--- src/rtl/mcu_io_ctrl.sv ---
// -----------------------------------------------------------------------------
// mcu_io_ctrl
//   Memory-mapped I/O controller for the MCU core. One register bus gives the
//   core access to a synchronised switch input, a buffered keypad FIFO and
//   OUT_CH output channels (ch0 = LSB display, ch1 = MSB display).
//
// Ports
//   clk        in   1               system clock, rising edge
//   rst        in   1               asynchronous, active-low reset
//   in         in   DATA_W          switch input, asynchronous to clk
//   KB         in   DATA_W          keypad code, stable while kb_strobe high
//   kb_strobe  in   1               keypad strobe, asynchronous; key = rising edge
//   io_addr    in   ADDR_W          register address
//   io_wr      in   1               write enable, one cycle per write
//   io_wdata   in   DATA_W          write data
//   io_rd      in   1               read enable, one cycle per read
//   io_rdata   out  DATA_W          registered read data
//   out_bus    out  OUT_CH*DATA_W   output channels, ch k at [k*DATA_W +: DATA_W]
//   kb_irq     out  1               high while the keypad FIFO is non-empty
//
// Register map
//   0x0     R    IN     synchronised switch value
//   0x1     R    KBDAT  FIFO head, read pops; empty FIFO reads 0 without a pop
//   0x2     R/W  STAT   R: {overflow, 0.., count}; W: io_wdata[MSB]=1 clears overflow
//   0x4+k   R/W  OUTk   output channel k
//   others  read 0, writes ignored
//
// Bus semantics: there is no handshake. A strobe (io_rd or io_wr) high on a
// rising edge is one complete access. A read loads io_rdata on that edge and
// the value is held until the next read. A read and a write in the same cycle
// are both performed; the read sees the value from before the write.
// -----------------------------------------------------------------------------
module mcu_io_ctrl #(
  parameter int DATA_W   = 8,
  parameter int OUT_CH   = 2,
  parameter int KB_DEPTH = 4,
  parameter int ADDR_W   = 4
) (
  input  logic                     clk,
  input  logic                     rst,
  input  logic [DATA_W-1:0]        in,
  input  logic [DATA_W-1:0]        KB,
  input  logic                     kb_strobe,
  input  logic [ADDR_W-1:0]        io_addr,
  input  logic                     io_wr,
  input  logic [DATA_W-1:0]        io_wdata,
  input  logic                     io_rd,
  output logic [DATA_W-1:0]        io_rdata,
  output logic [OUT_CH*DATA_W-1:0] out_bus,
  output logic                     kb_irq
);

  localparam int PTR_W = $clog2(KB_DEPTH);
  localparam int CNT_W = PTR_W + 1;

  localparam logic [ADDR_W-1:0] A_IN    = ADDR_W'(0);
  localparam logic [ADDR_W-1:0] A_KBDAT = ADDR_W'(1);
  localparam logic [ADDR_W-1:0] A_STAT  = ADDR_W'(2);

  localparam logic [CNT_W-1:0]  FULL_CNT = CNT_W'(KB_DEPTH);

  // Synchronisers: two flops on each async input, a third on the strobe so a
  // key is counted once, on the first cycle the synchronised strobe is high.
  logic [DATA_W-1:0] r_in_s1, r_in_s2;
  logic              r_stb_s1, r_stb_s2, r_stb_s3;

  // Keypad FIFO
  logic [DATA_W-1:0] r_fifo [KB_DEPTH];
  logic [PTR_W-1:0]  r_wr_ptr, r_rd_ptr;
  logic [CNT_W-1:0]  r_count;
  logic              r_overflow;

  // Output channels
  logic [OUT_CH-1:0][DATA_W-1:0] r_out;

  logic              w_key_evt;
  logic              w_full;
  logic              w_empty;
  logic              w_pop;
  logic              w_push;
  logic              w_ovf_set;
  logic              w_ovf_clr;
  logic [CNT_W-1:0]  w_count_next;
  logic [DATA_W-1:0] w_head;
  logic [DATA_W-1:0] w_stat;
  logic [DATA_W-1:0] w_rdata;

  assign w_key_evt = r_stb_s2 & ~r_stb_s3;
  assign w_full    = (r_count == FULL_CNT);
  assign w_empty   = (r_count == '0);
  assign w_pop     = io_rd && (io_addr == A_KBDAT) && !w_empty;
  // A pop in the same cycle frees the slot, so a full FIFO still accepts the key.
  assign w_push    = w_key_evt && (!w_full || w_pop);
  assign w_ovf_set = w_key_evt && w_full && !w_pop;
  assign w_ovf_clr = io_wr && (io_addr == A_STAT) && io_wdata[DATA_W-1];

  assign w_count_next = r_count + CNT_W'(w_push) - CNT_W'(w_pop);

  assign w_head = w_empty ? '0 : r_fifo[r_rd_ptr];

  always_comb begin
    w_stat                = '0;
    w_stat[CNT_W-1:0]     = r_count;
    w_stat[DATA_W-1]      = r_overflow;
  end

  // Read mux from current (pre-write) register values.
  always_comb begin
    w_rdata = '0;
    if (io_addr == A_IN)         w_rdata = r_in_s2;
    else if (io_addr == A_KBDAT) w_rdata = w_head;
    else if (io_addr == A_STAT)  w_rdata = w_stat;
    for (int k = 0; k < OUT_CH; k++) begin
      if (io_addr == ADDR_W'(4 + k)) w_rdata = r_out[k];
    end
  end

  // Input synchronisers
  always_ff @(posedge clk or negedge rst) begin
    if (!rst) begin
      r_in_s1  <= '0;
      r_in_s2  <= '0;
      r_stb_s1 <= 1'b0;
      r_stb_s2 <= 1'b0;
      r_stb_s3 <= 1'b0;
    end else begin
      r_in_s1  <= in;
      r_in_s2  <= r_in_s1;
      r_stb_s1 <= kb_strobe;
      r_stb_s2 <= r_stb_s1;
      r_stb_s3 <= r_stb_s2;
    end
  end

  // FIFO storage carries no reset; validity is tracked by r_count.
  always_ff @(posedge clk) begin
    if (w_push) r_fifo[r_wr_ptr] <= KB;
  end

  // FIFO control, overflow flag and interrupt. Pointers wrap naturally since
  // KB_DEPTH is a power of two.
  always_ff @(posedge clk or negedge rst) begin
    if (!rst) begin
      r_wr_ptr   <= '0;
      r_rd_ptr   <= '0;
      r_count    <= '0;
      r_overflow <= 1'b0;
      kb_irq     <= 1'b0;
    end else begin
      if (w_push) r_wr_ptr <= r_wr_ptr + 1'b1;
      if (w_pop)  r_rd_ptr <= r_rd_ptr + 1'b1;
      r_count <= w_count_next;
      kb_irq  <= (w_count_next != '0);
      // A dropped key in the same cycle as a clear leaves the flag set.
      if (w_ovf_set)      r_overflow <= 1'b1;
      else if (w_ovf_clr) r_overflow <= 1'b0;
    end
  end

  // Output channels
  always_ff @(posedge clk or negedge rst) begin
    if (!rst) begin
      r_out <= '0;
    end else if (io_wr) begin
      for (int k = 0; k < OUT_CH; k++) begin
        if (io_addr == ADDR_W'(4 + k)) r_out[k] <= io_wdata;
      end
    end
  end

  // Registered read data
  always_ff @(posedge clk or negedge rst) begin
    if (!rst) begin
      io_rdata <= '0;
    end else if (io_rd) begin
      io_rdata <= w_rdata;
    end
  end

  assign out_bus = r_out;

endmodule

--- config.mk ---
export PLATFORM = sky130hd
export DESIGN_NAME = mcu_io_ctrl
export DESIGN_NICKNAME = d
export VERILOG_FILES = /design/src/rtl/mcu_io_ctrl.sv
export SDC_FILE = /design/constraint.sdc
export NUM_CORES = 1
export LEC_CHECK = 0
export CELL_PAD_IN_SITES_DETAIL_PLACEMENT = 2
export CELL_PAD_IN_SITES_GLOBAL_PLACEMENT = 2
export CORE_UTILIZATION = 33
export CTS_CLUSTER_SIZE = 24
export DETAILED_ROUTE_END_ITERATION = 12
export PLACE_DENSITY_LB_ADDON = 0.05
export SLEW_MARGIN = 10
export SYNTH_ARGS = -nofsm -noshare
export SYNTH_HDL_FRONTEND = slang
export SYNTH_SLANG_ARGS = --single-unit
--- constraint.sdc ---
create_clock -name clk -period 2.6 [get_ports clk]
set_input_delay 0.39 -clock clk [delete_from_list [all_inputs] [get_ports clk]]
set_output_delay 0.39 -clock clk [all_outputs]
set_load 0.01 [all_outputs]
Word level (Yosys, flattened, before mapping) --
Memory sizes are Yosys's and may differ from the RTL's. Cells that the tools add are included. Widths: inputs -> output; s select.
Cells by class: $add $sub $neg 4, equality and inequality tests 5, multiplexer cells 10, bitwise gates (word level) 2, reductions and logical operators 17
Operators with widths (number):
- $mux 8 | 6
- $eq 4x3->1 const B | 2
- $logic_and 1x1->1 | 7
- $add 2x1->2 const B | 2
- $eq 4x1->1 const B | 1
- $eq 4x2->1 const B | 1
- $logic_not 4->1 | 1
- $mux 1 | 4
- $reduce_and 2->1 | 2
- $add 3x1->3 | 1
- $eq 3x3->1 const B | 1
- $logic_not 1->1 | 3
- $logic_not 3->1 | 1
- $reduce_bool 3->1 | 1
- $sub 3x1->3 | 1
- $reduce_bool 2->1 | 1
- $and 1x1->1 | 1
- $logic_or 1x1->1 | 1
- $not 1->1 | 1
Storage, ports and cells: register bits after elaboration 52, memory bits (writable) 32, input port bits 33, word-level logic and storage cells 52, memories 1
Memory list:
- r_fifo | words 4, width 8, rd ports 1, clocked after memory_dff 0, write ports 1, RTL line 68 | logic [DATA_W-1:0] r_fifo [KB_DEPTH];

Logic depth before layout (Yosys ltp) --
Gate-level depths: netlist of run 1.
depth after elaboration 8, mapped depth 13, depth with buffers taken out 11

Least setup slack after synthesis of run 1 --
Ideal clock, no wire load.
path type input port to flip-flop, start in io_addr[1], end reg kb_irq, setup time 0.131 ns, data arrival time 2.817 ns, required time 2.469 ns, path slack -0.348 ns, cell stages on the path 13, buffers on the path 2, path through buf_6 or2_1 buf_6 o311ai_1 and2b_2 inv_1 ha_1 inv_1 ha_1 fa_1 xor2_1 xnor2_1 or3_1
On the way: word-level cells in the longest chain between the ends 8
Ends and longest elaborated chain:
- start, declared | RTL line 44 | input logic [ADDR_W-1:0] io_addr,
- $eq 4x1->1 (*) | RTL line 91 | assign w_pop = io_rd && (io_addr == A_KBDAT) && !w_empty;
- $logic_and 1x1->1 (*) (2 in series) | RTL line 91
- $logic_or 1x1->1 | RTL line 93 | assign w_push = w_key_evt && (!w_full || w_pop);
- $logic_and 1x1->1 | RTL line 93
- $add 3x1->3 | RTL line 97 | assign w_count_next = r_count + CNT_W'(w_push) - CNT_W'(w_pop);
- $sub 3x1->3 (*) | RTL line 97
- named net w_count_next[2] | RTL line 83 | logic [CNT_W-1:0] w_count_next;
- $reduce_bool 3->1 (*) | RTL line 153 | kb_irq <= (w_count_next != '0);
- end signal, assigned | RTL line 153
- end, declared | RTL line 50 | output logic kb_irq
Mark *: on every way through the listed nets, which the timed path passes. The rest lies on a longest branch. A chain may end at the register's enable or synchronous reset.

Worst setup path after layout of run 1 --
start reg r_count[0], end reg kb_irq
On the way: word-level cells in the longest chain between the ends 8
Ends and longest elaborated chain:
- start, declared | RTL line 70 | logic [CNT_W-1:0] r_count;
- start signal, assigned | RTL line 152 | r_count <= w_count_next;
- $logic_not 3->1 (*) | RTL line 90 | assign w_empty = (r_count == '0);
- $logic_not 1->1 (*) | RTL line 91
- $logic_and 1x1->1 (*) | RTL line 91
- named net w_pop | RTL line 79 | logic w_pop;
- $logic_or 1x1->1 | RTL line 93
- $logic_and 1x1->1 | RTL line 93
- $add 3x1->3 | RTL line 97
- $sub 3x1->3 (*) | RTL line 97
- named net w_count_next[2] | RTL line 83
- $reduce_bool 3->1 (*) | RTL line 153
Marks and branches as above.

==> key figures, run 1 <==
Clock tree
  • Clock transition at path regs: 0.09 ns
  • Clock Tree Buf Depth: 2
  • Worst-skew pair later-pin latency: 0.35 ns
  • Clock sink count: between 80 and 90
  • CTS root buffer: clkbuf_8
  • CTS tree: done
  • Number of CTS-inserted buffers: 9
  • H-Tree Depth: 3

Floorplan
  • Die height: around 100 um
  • DIE AREA: 10500 um^2
  • Core area: roughly 9800 um^2
  • DIE WIDTH: just over 100 um
  • I/O Pins: 58
  • Starting density of the core: 33.9%
  • Row cnt: 36

Finish
  • Area grow syn2layout: 31.5%
  • Nets: around 330
  • Post-Layout Cell Count: about 430
  • Layout cells sized above 1: 28.0%
  • Most frequent cells in the layout: clkdlybuf4s50_1 (51), dfrtp_1 (51), edfxtp_1 (32), mux2_2 (21), nand2_1 (19)
  • Design area: 4360 um^2
  • # diodes: 0
  • Util after Layout: 44.6%

Global routing
  • First-pass GRT wire length: 12600 um
  • Initial antenna violation count: 0
  • Vias in the first global route: roughly 2200
  • GRT overflow: 0
  • GRT Util Overall: ~17%
  • Largest net degree at the start of global routing: 38

Worst setup path
  • CP bufs+invs: 1
  • CP Capture Type: flop
  • WP data arrival: 2.68 ns
  • Worst-path maximum fanout: 4
  • Worst path required time: 2.83 ns
  • Worst path slowest cell: dfrtp_2
  • CP peak stage delay: 0.46 ns
  • Reg2reg path depth: 10
  • Startpoint types: flop
  • Critical path's top delay family: simple AND/OR/NAND/NOR gates
  • Worst Path Class, Setup: flop to flop
  • WP depth: 10
  • Critical path, cell by cell: nor3_4 -> nor4b_4 -> and2_4 -> ha_4 -> inv_1 -> ha_2 -> fa_2 -> xor2_2 -> xnor2_1 -> or3_1

STA
  • Final worst path period share: 94.1%
  • Slew Limit Fails: 0
  • Fin crit period: about 2.4 ns
  • RSZ-0062 raised after global routing: false
  • Slew HR: 43.7%
  • F_max: ~410 MHz
  • Final Setup Violations: 0
  • Worst-margin pin slew: around 0.85 ns
  • Setup TNS: 0 ns
  • Setup Skew: ~0.0068 ns
  • Fin. Hold Viols: 0

Placement
  • PortBufs: 57
  • GP Congestion: 0.700
  • Dpl cells: approximately 410
  • DPL Wire Length: between 5000 and 6000 um
  • DP Area: just over 4000 um^2

Power and ir drop
  • Switching share of power: just over 30%
  • Max VDD drop: between 0.0003 and 0.0004 V
  • Sequential share of power: approximately 51%
  • LEAKAGE: 1.66 nW
  • Total Power: 3.54 mW
  • Clk network pwr share: around a quarter
  • P_sw: around 1.1 mW
  • P_int: around 2.5 mW
  • Total power density per cell area: ~800 nW/um^2
  • Gate power share: 24.8%

Flow run
  • Max-Cap Viols: 0

Synth
  • Register area share after synthesis: between 60 and 70%
  • Synth Area in Simple Gates: 6.75%
  • Mapped cell area: about 3300 um^2
  • Avg Cell Area, Syn: between 15 and 20 um^2
  • Adder-cell share of the synthesized area: under 10%
  • Yosys warning total: 0
  • Asr flop ratio synth: 61.9%
  • Compound-Gate Fraction of Synth Area: 5.85%
  • FF+latch count, synth: 84
  • Main combinational cell family by area after synthesis: multiplexers
  • Cells after synthesis: between 200 and 250
  • Syn nets: approximately 250
  • Mux share of post-synthesis cell area: around an eighth
  • Main synth FF type: dfrtp_1
  • XOR/XNOR Fraction of Synth Area: 1.55%
  • Distinct cells, synth: 36
  • Post-synth EDFFs: 32

Detailed routing
  • Drt pass-1 iters: 3
  • Vias per cell: 4.77
  • Routed len/inst: approximately 18 um
  • DRT iter0 DRCs: 51
  • Final ANT Viol Nets: 0
  • Via count: 2030
  • Drt total wl: between 7000 and 8000 um
  • Post-route DRC: 0

Hold path
  • Worst hold path class: input pin to asynchronous set/reset pin

Run status
  • Status: finished, final reports clean
worst paths after layout:
check                      startpoint         end  slack [ns]
max                        r_count[0]      kb_irq        0.15
min                               rst  out_bus[8]        0.14
max reg2reg                r_count[0]      kb_irq        0.15
min reg2reg                  r_stb_s1    r_stb_s2        0.35
max in group asynchronous         rst  r_in_s2[3]        1.81
min in group clk             r_stb_s1    r_stb_s2        0.35
metal layers:
layer	vias to the layer above	wire, um	GRT usage [%]	part of all wire (%)
li1	926	-	-	-
met1	1053	3480	21.6	45
met2	43	3850	28.3	50
met3	8	304	4.45	4.0
met4	0	63	4.62	0.82
met5	-	0	0	0
power groups by stage:
stage	combinational, mW	clock, mW	sequential (mW)
6_report	0.880	0.860	1.80
5_1_grt	0.969	0.941	1.84
4_1_cts	0.892	0.905	1.81
3_5_place_dp	0.868	0	1.83
3_3_place_gp	0.846	0	1.82
2_1_floorplan	0.491	0	1.75
through the flow:
stage / hold WS, ns / worst slack, ns
3_5_place_dp: 0.336 / -0.555
5_1_grt: 0.189 / 0.0203
4_1_cts: 0.157 / 0.0241
3_3_place_gp: 0.332 / -0.479
6_report: 0.143 / 0.153
2_1_floorplan: 0.0944 / -0.263
cells in the mapped netlist (2+ instances only):
library cell | instances | share of area, %
buf_6 | 2 | 0.68
clkbuf_1 | 3 | 0.34
dfrtp_1 | 52 | 39
nand4_1 | 2 | 0.38
nand2_1 | 19 | 2.2
nor3_1 | 2 | 0.30
xnor2_1 | 3 | 0.79
a21o_1 | 4 | 0.91
a41oi_1 | 4 | 1.1
edfxtp_1 | 32 | 29
mux4_2 | 8 | 5.4
and2_1 | 4 | 0.75
nor2_1 | 3 | 0.34
a31oi_1 | 4 | 0.75
ha_1 | 6 | 2.3
o21ai_0 | 9 | 1.4
inv_1 | 6 | 0.68
mux2_2 | 21 | 7.1
o22ai_1 | 8 | 1.5
what timing repair did:
item                                    CTS  global route
cloned                                    0             0
endpoints found under the setup margin    1             1
pin swaps                                 7             6
hold buffers                              0             0
buffers inserted                          1             1
gates resized for setup                  16             4
cell type report:
cell class / instances / area [um^2]
Tap cell: 133 / 166
Sequential cell: 84 / 2260
Clock inverter: 7 / 57.6
Fill cell: 979 / 5420
Clock buffer: 9 / 124
Multi-Input combinational cell: 111 / 1030
Timing Repair Buffer: 76 / 698
Inverter: 6 / 22.5
registers in the layout, summed over array words and instances, names as in the netlist:
register,cells
io_rdata,8
r_stb_s2,1
r_wr_ptr,2
r_in_s1,8
kb_irq,1
r_stb_s3,1
r_in_s2,8
r_fifo,32
r_rd_ptr,2
r_stb_s1,1
out_bus,16
r_overflow,1
r_count,3
worst reg2reg max path, stage by stage, from the launching register on:
cell and delay, ns:
dfrtp_2 0.46, nor3_4 0.23, nor4b_4 0.08, and2_4 0.18, ha_4 0.24, inv_1 0.03, ha_2 0.16, fa_2 0.35
xor2_2 0.15, xnor2_1 0.13, or3_1 0.31
cells by family (layout without fill, tap and decap cells):
group                      after synthesis  after routing
AOI/OAI and AO/OA                       30             30
xor gates and xnor gates                 5              5
adders and majority gates                7              7
buffers and inverters                   14             98
DFF                                     84             84
muxes                                   29             29
and+or+nand+nor                         40             40
Power figures use the tool's default switching activity.
==> run 2, diff against run 1 <==
CORE_UTILIZATION = 35   (was 33)
CTS_BUF_LIST = sky130_fd_sc_hd__clkbuf_4   (was unset)
RECOVER_POWER = 25   (was unset)
==> key figures, run 2 (synthesis results as in run 1) <==
Clock tree
  • Worst-skew pair later-pin latency: 0.44 ns (+0.09 ns)
  • Number of CTS-inserted buffers: 9 (unchanged)
  • H-Tree Depth: 3 (unchanged)
  • CTS root buffer: clkbuf_4
  • CTS tree: done
  • Clock transition at path regs: 0.16 ns (+0.07 ns)
  • Clock Tree Buf Depth: 2 (unchanged)
  • Clock sink count: 84 (unchanged)

Power and ir drop
  • Total Power: 3.44 mW (-2.8%)
  • LEAKAGE: 1.69 nW (+1.9%)
  • Max VDD drop: 0.000322 V (-12%)
  • Total power density per cell area: 797 nW/um^2 (-2.0%)

Finish
  • Design area: 4320 um^2 (-0.86%)
  • Most frequent cells in the layout: dfrtp_1 (51), clkdlybuf4s50_1 (34), edfxtp_1 (32), mux2_2 (21), buf_4 (21)
  • Nets: 331 (+0.91%)
  • Most common cell after layout, fill and taps aside: dfrtp_1
  • Area grow syn2layout: 30.3%
  • # diodes: 0 (unchanged)
  • Max FFs per register: 32 (unchanged)
  • Fillcell total: 885 (-9.6%)
  • Layout cells sized above 1: 27.4% (-0.62 points)
  • Largest Register: r_fifo

Global routing
  • GRT overflow: 0 (unchanged)
  • Largest net degree at the start of global routing: 35 (-7.9%)
  • Met2 usage: 27.4% (-0.94 points)
  • Most Crowded Layer GR: met2
  • Initial antenna violation count: 0 (unchanged)
  • GRT Util Overall: 17.1% (+0.30 points)
  • M3 GR Usage: 3.79% (-0.65 points)
  • First-pass GRT wire length: 12400 um (-2.0%)
  • M1 GR Usage: 23.6% (+2.0 points)
  • Vias in the first global route: 2233 (-0.71%)

Detailed routing
  • Vias per cell: 5.02 (+5.3%)
  • DRT iter0 DRCs: 78 (+53%)
  • Routed len/inst: 19.1 um (+5.5%)
  • Via count: 2043 (+0.64%)
  • Post-route DRC: 0 (unchanged)
  • Drt pass-1 iters: 4 (+1)
  • Final ANT Viol Nets: 0 (unchanged)
  • Drt total wl: 7750 um (+0.77%)

Worst setup path
  • Crit path launch: io_addr[1]
  • Worst path required time: 2.93 ns (+0.10 ns)
  • CP peak stage delay: 0.36 ns (-0.10 ns)
  • CP Capture Type: flop
  • Worst Path Class, Setup: input pin to flop
  • Critical path, cell by cell: dlygate4sd2_1 -> or2_4 -> o311ai_4 -> and2b_2 -> inv_1 -> ha_1 -> inv_1 -> ha_1 -> fa_2 -> xor2_2 -> xnor2_1 -> or3_1
  • Worst-path maximum fanout: 2 (-2)
  • Worst path slowest cell: fa_2
  • Worst r2r src: r_count[2]
  • Startpoint types: input pin
  • WP data arrival: 2.80 ns (+0.12 ns)

Flow run
  • Max-Cap Viols: 0 (unchanged)

STA
  • Fin crit period: 2.47 ns (+0.0248 ns)
  • Post-Route Hold Slack: 0.358 ns (+0.215 ns)
  • Slack of the critical path: 0.128 ns (-0.0248 ns)
  • Setup Skew: 0.0212 ns (+0.0144 ns)
  • Fin. Hold Viols: 0 (unchanged)
  • Slew Limit Fails: 0 (unchanged)
  • Slew HR: 53.9% (+10 points)
  • Final Setup Violations: 0 (unchanged)
  • Worst-margin pin slew: 0.686 ns (-0.160 ns)
  • Final worst path period share: 95.1% (+0.95 points)
  • Setup TNS: 0 ns (unchanged)
  • F_max: 404 MHz (-1.0%)
  • RSZ-0062 raised after global routing: false

Floorplan
  • DIE AREA: 9870 um^2 (-5.6%)
  • I/O Pins: 58 (unchanged)
  • Starting density of the core: 36.1% (+2.1 points)
  • Row cnt: 35 (-2.8%)
  • Core area: 9200 um^2 (-5.9%)
  • Die height: 99.3 um (-2.8%)
  • DIE WIDTH: 99.3 um (-2.8%)

Placement
  • DP Area: 4120 um^2 (-0.66%)
  • Place WS: -0.577 ns (-0.0220 ns)
  • PortBufs: 57 (unchanged)
  • DPL Wire Length: 5620 um (-2.9%)
  • GP Congestion: 0.711 (+1.6%)

Run status
  • Status: finished, final reports clean

Hold path
  • Min-delay src: r_in_s1[5]
  • Worst hold path class: flop to flop
[run 2: report_power, final]
part           internal (mW)  switching [mW]
Combinational          0.564           0.384
Clock                  0.211           0.488
Sequential              1.59           0.204
Total                   2.37            1.08
[run 2: cell type report]
type | count | area (um^2) | share of cell area [%]
Clock buffer | 9 | 67.6 | 1.56
Sequential cell | 84 | 2260 | 52.4
Timing Repair Buffer | 79 | 738 | 17.1
Inverter | 6 | 22.5 | 0.521
Tap cell | 111 | 139 | 3.21
Clock inverter | 7 | 58.8 | 1.36
Multi-Input combinational cell | 111 | 1030 | 23.9
[run 2: what timing repair did]
action                                 4_1_cts  5_1_grt
gates resized for setup                      5        9
setup endpoints to repair                    1        1
pin swaps                                    4        2
endpoints found under the hold margin       18        0
hold buffers                                 1        0
setup buffers                                2        1
[run 2: path summary, 6_finish.rpt]
check | end | slack, ns | cells after the start
worst max-delay path | kb_irq | 0.13 | 12
worst min-delay path | r_in_s2[5] | 0.36 | 0
worst max register to register | kb_irq | 0.16 | 11
worst min register to register | r_in_s2[5] | 0.36 | 0
max in group asynchronous | r_count[0] | 1.34 | 3
min in group asynchronous | out_bus[14] | 0.40 | 2
[run 2: worst max-delay path: cells and delay by family]
kind,cells,cell delay (ns)
AO/OA/AOI/OAI,1,0.23
XOR/XNOR,2,0.29
adder cells (fa/ha/maj),3,0.80
buffers and inverters,3,0.35
AND/OR/NAND/NOR,3,0.75
[run 2: routing by layer]
layer / share of wire (%) / wire length (um)
met1: 46 / 3570
met2: 49 / 3810
met3: 3.5 / 273
met4: 1.3 / 104
met5: 0 / 0
[run 2: through the flow]
stage / std cells / util, %
finish: 407 / 47.0
global route: 407 / 47.0
CTS: 406 / 46.6
detailed placement: 387 / 44.7
global placement: 387 / 44.7
floorplan: 209 / -
